### src/rtl/int_to_fp32_if.sv
// Handshake bundle for the integer-to-fp32 converter: operand in, packed float out.
interface int_to_fp32_if;
  logic        i_valid;
  logic        o_ready;
  logic        i_signed;
  logic [31:0] i_data;
  logic        o_valid;
  logic        i_ready;
  logic [31:0] o_c;
  logic        o_inexact;

  modport master (output i_valid, i_signed, i_data, i_ready,
                  input  o_ready, o_valid, o_c, o_inexact);
  modport slave  (input  i_valid, i_signed, i_data, i_ready,
                  output o_ready, o_valid, o_c, o_inexact);
endinterface

### src/rtl/int_to_fp32.sv
// Iterative 32-bit integer to IEEE-754 single converter; normalises one bit per cycle.
module int_to_fp32 #(
  parameter int ROUND_MODE = 0  // 0: round-to-nearest-even, 1: round-toward-zero
) (
  input  logic          i_clk,
  input  logic          i_reset,
  int_to_fp32_if.slave  bus
);

  typedef enum logic [2:0] {IDLE, ABS, NORM, ROUND, DONE} state_t;

  state_t      state;
  logic [31:0] data;
  logic        sign;
  logic [31:0] mag;
  logic [7:0]  exp;
  logic        zero;

  logic        guard, sticky, round_up;
  logic [23:0] mant_inc;
  logic [22:0] mant_rnd;
  logic [7:0]  exp_rnd;

  // mag[31] is the hidden bit once normalised; a carry out of the
  // incremented mantissa bumps the exponent and leaves the fraction at zero.
  always_comb begin
    guard    = mag[7];
    sticky   = |mag[6:0];
    round_up = (ROUND_MODE == 0) && guard && (sticky || mag[8]);
    mant_inc = {1'b0, mag[30:8]} + 24'd1;
    mant_rnd = round_up ? mant_inc[22:0] : mag[30:8];
    exp_rnd  = exp + {7'd0, round_up & mant_inc[23]};
  end

  always_ff @(posedge i_clk or negedge i_reset) begin
    if (!i_reset) begin
      state         <= IDLE;
      data          <= '0;
      sign          <= 1'b0;
      mag           <= '0;
      exp           <= '0;
      zero          <= 1'b0;
      bus.o_ready   <= 1'b1;
      bus.o_valid   <= 1'b0;
      bus.o_c       <= '0;
      bus.o_inexact <= 1'b0;
    end else begin
      case (state)
        IDLE: if (bus.i_valid && bus.o_ready) begin
          data        <= bus.i_data;
          sign        <= bus.i_signed & bus.i_data[31];
          bus.o_ready <= 1'b0;
          state       <= ABS;
        end
        ABS: begin
          // -2^31 negates to itself, which is the correct magnitude
          mag   <= sign ? (~data + 32'd1) : data;
          exp   <= 8'd158;
          zero  <= (data == 32'd0);
          state <= (data == 32'd0) ? ROUND : NORM;
        end
        NORM: begin
          if (mag[31]) begin
            state <= ROUND;
          end else begin
            mag <= mag << 1;
            exp <= exp - 8'd1;
          end
        end
        ROUND: begin
          if (zero) begin
            bus.o_c       <= '0;
            bus.o_inexact <= 1'b0;
          end else begin
            bus.o_c       <= {sign, exp_rnd, mant_rnd};
            bus.o_inexact <= guard | sticky;
          end
          bus.o_valid <= 1'b1;
          state       <= DONE;
        end
        DONE: if (bus.i_ready) begin
          bus.o_valid <= 1'b0;
          bus.o_ready <= 1'b1;
          state       <= IDLE;
        end
        default: state <= IDLE;
      endcase
    end
  end

endmodule

### src/flat_wrapper.sv
// flat-port wrapper written by rule: the top's interface ports become plain ports
module int_to_fp32_flat 
#(
  parameter int ROUND_MODE = 0                                                   
)
  (i_clk, i_reset, bus_i_valid, bus_i_signed, bus_i_data, bus_i_ready, bus_o_ready, bus_o_valid, bus_o_c, bus_o_inexact);
  int_to_fp32_if bus_i ();
  input  logic i_clk;
  input  logic i_reset;
  input wire logic [$bits(bus_i.i_valid)-1:0] bus_i_valid;
  input wire logic [$bits(bus_i.i_signed)-1:0] bus_i_signed;
  input wire logic [$bits(bus_i.i_data)-1:0] bus_i_data;
  input wire logic [$bits(bus_i.i_ready)-1:0] bus_i_ready;
  output wire logic [$bits(bus_i.o_ready)-1:0] bus_o_ready;
  output wire logic [$bits(bus_i.o_valid)-1:0] bus_o_valid;
  output wire logic [$bits(bus_i.o_c)-1:0] bus_o_c;
  output wire logic [$bits(bus_i.o_inexact)-1:0] bus_o_inexact;
  assign bus_i.i_valid = bus_i_valid;
  assign bus_i.i_signed = bus_i_signed;
  assign bus_i.i_data = bus_i_data;
  assign bus_i.i_ready = bus_i_ready;
  assign bus_o_ready = bus_i.o_ready;
  assign bus_o_valid = bus_i.o_valid;
  assign bus_o_c = bus_i.o_c;
  assign bus_o_inexact = bus_i.o_inexact;
  int_to_fp32 #(.ROUND_MODE(ROUND_MODE)) u_core (.i_clk(i_clk), .i_reset(i_reset), .bus(bus_i));
endmodule
### config.mk
export PLATFORM = sky130hd
export DESIGN_NAME = int_to_fp32_flat
export DESIGN_NICKNAME = d
export VERILOG_FILES = /design/src/rtl/int_to_fp32_if.sv /design/src/rtl/int_to_fp32.sv /design/src/flat_wrapper.sv
export SDC_FILE = /design/constraint.sdc
export NUM_CORES = 1
export LEC_CHECK = 0
export CORE_ASPECT_RATIO = 0.9
export CORE_MARGIN = 2
export CORE_UTILIZATION = 55
export CTS_BUF_LIST = sky130_fd_sc_hd__clkbuf_4 sky130_fd_sc_hd__clkbuf_8
export CTS_CLUSTER_SIZE = 8
export DETAILED_ROUTE_END_ITERATION = 8
export PLACE_DENSITY = 0.84
export SLEW_MARGIN = 10
export SYNTH_ARGS = -nofsm -noshare
export SYNTH_HDL_FRONTEND = slang
export SYNTH_SLANG_ARGS = --single-unit
export TNS_END_PERCENT = 5
### constraint.sdc
create_clock -name i_clk -period 4.7 [get_ports i_clk]
set_input_delay 1.41 -clock i_clk [delete_from_list [all_inputs] [get_ports i_clk]]
set_output_delay 1.41 -clock i_clk [all_outputs]
set_load 0.05 [all_outputs]
==> results of run 1 <==
==> registers in the layout, summed over array words and instances, names as in the netlist, 3 cells and up <==
register / count
u_core.bus.o_c: 32
u_core.data: 32
u_core.exp: 8
u_core.mag: 32
u_core.state: 3
==> power by group through the flow <==
stage	clock (mW)	sequential [mW]	combinational [mW]
finish	0.611	2.01	2.20
global route	0.653	2.08	2.39
CTS	0.618	1.99	2.20
detailed placement	0	2.01	2.19
global placement	0	1.96	2.11
floorplan	0	2.25	1.22
==> cells in the final DEF (no fill, tap or decap), types with 3 or more instances in the layout <==
cell type	n
nor4_1	9
and4_1	3
nand2_1	74
mux2_2	29
nor2_1	28
a222oi_1	9
nand2b_1	5
or3_1	15
o21ai_1	4
mux2i_1	5
xor2_1	29
inv_1	10
a211o_1	4
and3_1	5
buf_4	7
clkbuf_8	11
ha_1	5
nor4_4	3
a21oi_1	10
nand3_1	32
dfrtp_1	111
nor3_1	15
a22oi_1	19
xnor2_1	15
clkdlybuf4s50_1	70
nand3b_1	4
a22o_1	6
o21ai_0	51
nand4_1	22
o31ai_1	7
==> how the worst min path moves through the flow <==
stage | cells after the start | to | slack [ns]
finish | 2 | u_core.bus.o_c[18] | 0.49
global route | 2 | u_core.bus.o_c[18] | 0.52
CTS | 2 | u_core.bus.o_c[18] | 0.50
detailed placement | 2 | u_core.bus.o_c[18] | 0.47
global placement | 2 | u_core.bus.o_c[30] | 0.46
floorplan | 2 | u_core.mag[0] | 0.47
==> layout make-up <==
type	count	area (um2)	share of cell area [%]
timing repair buffer	77	753	11.1
multi-input combinational	430	2830	41.6
sequential	112	2800	41.2
clock buffer	11	151	2.23
tap	129	161	2.37
inverter	10	37.5	0.552
clock inverter	5	63.8	0.938
==> stage by stage <==
stage,cells,util (%),setup slack [ns],instance area [um2]
after detailed placement,758,64.3,1.63,6590
after global routing,774,66.4,1.50,6800
after floorplan,589,-,2.10,5810
after global placement,758,64.3,1.69,6590
final,774,66.4,1.55,6800
after CTS,774,66.4,1.54,6800
==> cells by family (layout without fill, tap and decap cells) <==
| logic type | Yosys count | count (layout) | share of synthesized area, % |
|---|---|---|---|
| xor+xnor | 44 | 44 | 6.63 |
| buf+inv | 47 | 103 | 3.21 |
| flops | 112 | 112 | 48.2 |
| compound gates | 119 | 119 | 13.3 |
| fa+ha+maj | 5 | 5 | 1.08 |
| mux | 34 | 34 | 6.48 |
| simple gates | 228 | 228 | 21.1 |
==> worst register-to-register path: stages (launching register included) <==
cell and delay, ns:
dfrtp_1 0.65, or3b_1 0.77, nor2_1 0.90, a22o_1 0.24, a21oi_1 0.04, nand3_1 0.11
==> metal layers <==
metal	up-vias	GRT usage [%]
met5	-	0
met1	2322	34.2
met3	22	4.37
met4	0	5.91
li1	2249	-
met2	208	39.7
==> reports/qor_table.md, run 1 <==
| Metric | Reported |
| --- | --- |
| Leakage power | 2.77 nW |
| Die Footprint | 11400 um2 |
| Status | finished, final reports clean |
| CP Cell Sequence | clkdlybuf4s50_1 |
| Uppermost routed layer | met4 |
| Number of top-level design ports | 72 |
| First-pass iteration count of the detailed router | 5 |
| Setup TNS | 0 ns |
| Met3 Wirelength | 968 um |
| Total clock sinks | 112 |
| Register share of total power | 41.7% |
| Clock tree from TritonCTS | yes |
| Die Y-Extent | 102 um |
| Cells on worst reg2reg path | 5 |
| Average cell area after synthesis | 9.87 um2 |
| Element type at the critical path end | output pin |
| Hold Worst Slack | 0.490 ns |
| Maximum number of pins on one net before global-route repair | 90 |
| Hold_buf cts | 0 |
| Synth top area cells | dfrtp_1 48%, mux2_2 5.6%, nand2_1 4.8%, o21ai_0 4.4%, xor2_1 4.4% |
| Maximum operating frequency | 318 MHz |
| Endpoint of the worst-slack reg-to-reg timing path | u_core.mag[30] |
| First-pass GRT wire length | 22.4 mm |
| Share of synthesized flip-flops with an asynchronous set or reset | 100% |
| Number of nets in the final layout | 682 |
| Final setup fails | 0 |
| Crit path capture | bus_o_ready |
| Class of the worst hold path | reg2reg |
| Clock root buffer master | clkbuf_8 |
| Number of nets produced by synthesis | 631 |
| Via count of the first global-routing pass | 4573 |
| Max H-tree Level | 3 |
| Post-synth design cell area | 5810 um2 |
| Share of Yosys cell area claimed by the top area cell type | 47.8% |
| Final hold violation count | 0 |
| Total power | 4.82 mW |
| Maximum fanout along the worst path | 4 |
| Transition time at the pin with the least slew margin | 1.07 ns |
| Most used standard cells in the synthesized netlist | 111 x dfrtp_1, 74 x nand2_1, 51 x o21ai_0 |
| Yosys Warn Count | 0 |
| Maximum ir drop on the vdd rail | 401 uV |
| Final weighted congestion in routability-driven placement | 0.943 |
| GR Util All Layers | 24.2% |
| Register bit count reported by yosys | 112 |
| Wire length per cell | 17.4 um |
| Met2 wire len | 6.37 mm |
| Final Skew | 0.0167 ns |
| Overall die width | 112 um |
| Routed wire length | 13.5 mm |
| Clock power share | 12.7% |
| Endpoint required time on the critical path | 3.29 ns |
| Number of synthesized flops with an enable pin | 0 |
| Bufs and invs on worst path | 1 |
| Start of the worst register-to-register path | u_core.state[0] |
| Worst-path clk slew | 0.10 ns |
| CP max stage cell | clkdlybuf4s50_1 |
| Max cap viols | 0 |
| Total grt overflow | 0 |
| Number of max-slew violations in the final report | 0 |
| Maximum clock path buffer count | 2 |
| Cell with the most instances after synthesis | dfrtp_1 |
| Number of buffers inserted by post-CTS setup repair | 0 |
| Total via count in the routed design | 4801 |
| CP max stage delay | 0.80 ns |
| Wire length on met1 | 5.95 mm |
| Part of the Yosys area used for sequential elements | 48.2% |
| Half-perimeter wire length after placement | 9.50 mm |
| Setup crit start kind | flip-flop |
| Fillcell total | 821 |
| Top cell family by delay on the critical path | buffers and inverters |
| Count of unique library cells instantiated by Yosys | 50 |
| Core Area | 10200 um2 |
| Top flip-flop cell by instance count after synthesis | dfrtp_1 |
| Post-cts resize count | 0 |
| Switching Power | 2.25 mW |
| Relative slew slack | 28.5% |
| Final antenna-violating net count | 0 |
| RSZ-0062 raised after global routing | false |
| Clock insertion delay at the later pin of the skew report | 0.37 ns |
| Register-to-register setup slack | 1.93 ns |
| Crit path kind | reg2out |
| Port buffer count | 71 |
| Stages on worst setup path | 1 |
| Data arrival, critical path | 1.74 ns |
| Average vias per placed instance | 6.20 |
| Site row count | 35 |
| Synth-to-layout area growth | 17.0% |
| Portion of total power attributed to combinational logic | 45.7% |
| Number of buffers created by CTS | 9 |
| Starting density of the core | 56.7% |
| Initial detailed-routing violation count | 564 |
| Share of final-layout standard cells stronger than drive strength 1 | 9.92% |
| Cell Int Power | 2.57 mW |
| Power per cell area | 708 nW/um2 |
| Diodes inserted | 0 |
| Min-Delay Startpoint | u_core.bus.o_c[18] |
| Residual DRC count | 0 |
| Launching element of the worst setup path | u_core.bus.o_ready |
| Syn Inst Count | 589 |
| Share of the clock period used by the worst path after layout | 66.9% |
| Fin crit period | 3.15 ns |
| Switching power as a share of total power | 46.7% |
| Area leader, netlist | dfrtp_1 |
| Initial antenna violation count | 0 |
No activity file was read; power rests on OpenSTA's default activity.
==> run 2, diff against run 1 <==
==> constraint.sdc (replaced) <==
create_clock -name i_clk -period 2.9 [get_ports i_clk]
set_input_delay 0.87 -clock i_clk [delete_from_list [all_inputs] [get_ports i_clk]]
set_output_delay 0.87 -clock i_clk [all_outputs]
set_load 0.05 [all_outputs]
==> reports/qor_table.md, run 2 (synthesized netlist as in run 1, its figures left out) <==
| Metric | Reported | vs previous |
| --- | --- | --- |
| Status | finished, final reports clean | unchanged |
| CP max stage cell | clkdlybuf4s50_1 | unchanged |
| Total grt overflow | 0 | unchanged |
| Final hold violation count | 0 | unchanged |
| Max cap viols | 0 | unchanged |
| Crit path kind | reg2out | unchanged |
| CP Cell Sequence | clkdlybuf4s50_1 | unchanged |
| Average vias per placed instance | 6.20 | about the same |
| Top cell family by delay on the critical path | buffers and inverters | unchanged |
| Clock root buffer master | clkbuf_8 | unchanged |
| CP max stage delay | 0.81 ns | was 0.80 ns |
| Number of buffers inserted by post-CTS setup repair | 0 | unchanged |
| Endpoint required time on the critical path | 2.03 ns | was 3.29 ns |
| Initial detailed-routing violation count | 498 | was 564 |
| Maximum ir drop on the vdd rail | 719 uV | was 401 uV |
| Relative slew slack | 24.8% | was 28.5% |
| Largest regs | u_core.bus.o_c (32), u_core.data (32), u_core.mag (32) | unchanged |
| Number of buffers created by CTS | 9 | unchanged |
| Half-perimeter wire length after placement | 9.61 mm | was 9.50 mm |
| Number of nets in the final layout | 686 | was 682 |
| Final antenna-violating net count | 0 | unchanged |
| First-pass GRT wire length | 22.5 mm | was 22.4 mm |
| Final Skew | 0.0127 ns | was 0.0167 ns |
| Post-cts resize count | 0 | unchanged |
| Synth-to-layout area growth | 17.5% | was 17.0% |
| Setup TNS | 0 ns | unchanged |
| Via count of the first global-routing pass | 4726 | was 4573 |
| Total via count in the routed design | 4818 | was 4801 |
| Final setup fails | 0 | unchanged |
| Site row count | 35 | unchanged |
| Fin crit period | 2.62 ns |  |
| Initial antenna violation count | 0 | unchanged |
| Number of placed cells counting well taps | 762 | was 758 |
| Max H-tree Level | 3 | unchanged |
| Die Y-Extent | 102 um | unchanged |
| Residual DRC count | 0 | unchanged |
| Element type at the critical path end | output pin | unchanged |
| Final weighted congestion in routability-driven placement | 0.969 | was 0.943 |
| Overall die width | 112 um | unchanged |
| Leading cell type in the layout, fill and taps excluded | dfrtp_1 | unchanged |
| Transition time at the pin with the least slew margin | 1.12 ns | was 1.07 ns |
| Core Area | 10200 um2 | unchanged |
| Maximum number of pins on one net before global-route repair | 47 | was 90 |
| Setup crit start kind | flip-flop | unchanged |
| Clock tree from TritonCTS | yes | unchanged |
| Total clock sinks | 112 | unchanged |
| Diodes inserted | 0 | unchanged |
| Power per cell area | 1140 nW/um2 | was 708 nW/um2 |
| Routed wire length | 13.3 mm | was 13.5 mm |
| Worst-path clk slew | 0.11 ns | was 0.10 ns |
| Die Footprint | 11400 um2 | unchanged |
| RSZ-0062 raised after global routing | false | unchanged |
| Share of the clock period used by the worst path after layout | 90.3% |  |
| GR Util All Layers | 24.2% | about the same |
| Maximum clock path buffer count | 2 | unchanged |
| Wire length per cell | 17.1 um | was 17.4 um |
| Final critical-path setup slack | 0.281 ns | was 1.55 ns |
| Number of max-slew violations in the final report | 0 | unchanged |
| Maximum fanout along the worst path | 4 | unchanged |
| Port buffer count | 71 | unchanged |
| Top library cells by usage in the layout, fill and taps aside | 111 x dfrtp_1, 74 x nand2_1, 70 x clkdlybuf4s50_1 | unchanged |
| Share of final-layout standard cells stronger than drive strength 1 | 10.3% | was 9.92% |
| Class of the worst hold path | in2async | was reg2reg |
| Clock insertion delay at the later pin of the skew report | 0.37 ns | about the same |
| Number of top-level design ports | 72 | unchanged |
| Leakage power | 2.79 nW | was 2.77 nW |
| Starting density of the core | 56.7% | unchanged |
| Minimum setup slack after placement | 0.349 ns | was 1.63 ns |
| Maximum operating frequency | 382 MHz |  |
| Data arrival, critical path | 1.75 ns | was 1.74 ns |
| Number of standard cells in the layout, taps in and fillers out | 777 | was 774 |
| First-pass iteration count of the detailed router | 7 | was 5 |
| Bufs and invs on worst path | 1 | unchanged |
| Hold_buf cts | 0 | unchanged |
## run 2: final timing paths
path	startpoint	endpoint	slack (ns)	cells past startpoint
max in group asynchronous	i_reset	u_core.bus.o_ready	1.76	2
worst min register to register	u_core.bus.o_c[6]	u_core.bus.o_c[6]	0.49	2
min in group i_clk	u_core.bus.o_c[6]	u_core.bus.o_c[6]	0.49	2
worst max-delay path	u_core.bus.o_ready	bus_o_ready	0.28	1
worst max register to register	u_core.mag[7]	u_core.bus.o_c[29]	0.37	10
worst min-delay path	i_reset	u_core.exp[4]	0.47	1
## run 2: metal layers
| layer | vias up | wire, um | track usage (%) |
|---|---|---|---|
| li1 | 2252 | - | - |
| met1 | 2354 | 5860 | 33.6 |
| met2 | 195 | 6330 | 39.3 |
| met3 | 17 | 930 | 4.79 |
| met4 | 0 | 134 | 6.85 |
| met5 | - | 0 | 0 |
## run 2: per-stage QoR
| stage | total power, mW | hold WS, ns | utilization (%) | area [um2] |
|---|---|---|---|---|
| after floorplan | 5.63 | 0.473 | - | 5810 |
| after global placement | 6.62 | 0.464 | 64.7 | 6630 |
| after detailed placement | 6.81 | 0.471 | 64.7 | 6630 |
| after CTS | 7.77 | 0.480 | 66.7 | 6830 |
| after global routing | 8.28 | 0.493 | 66.7 | 6830 |
| final | 7.78 | 0.467 | 66.7 | 6830 |
## run 2: cell type report
cell class | instances | area, um2
fill | 810 | 3420
timing repair buffer | 81 | 796
tap | 129 | 161
sequential | 112 | 2800
clock buffer | 10 | 138
multi-input combinational | 430 | 2830
inverter | 10 | 37.5
clock inverter | 5 | 65.1
## run 2: where the power goes
part	switching [mW]	internal, mW
combinational	2.11	1.45
clock	0.534	0.429
sequential	0.997	2.27
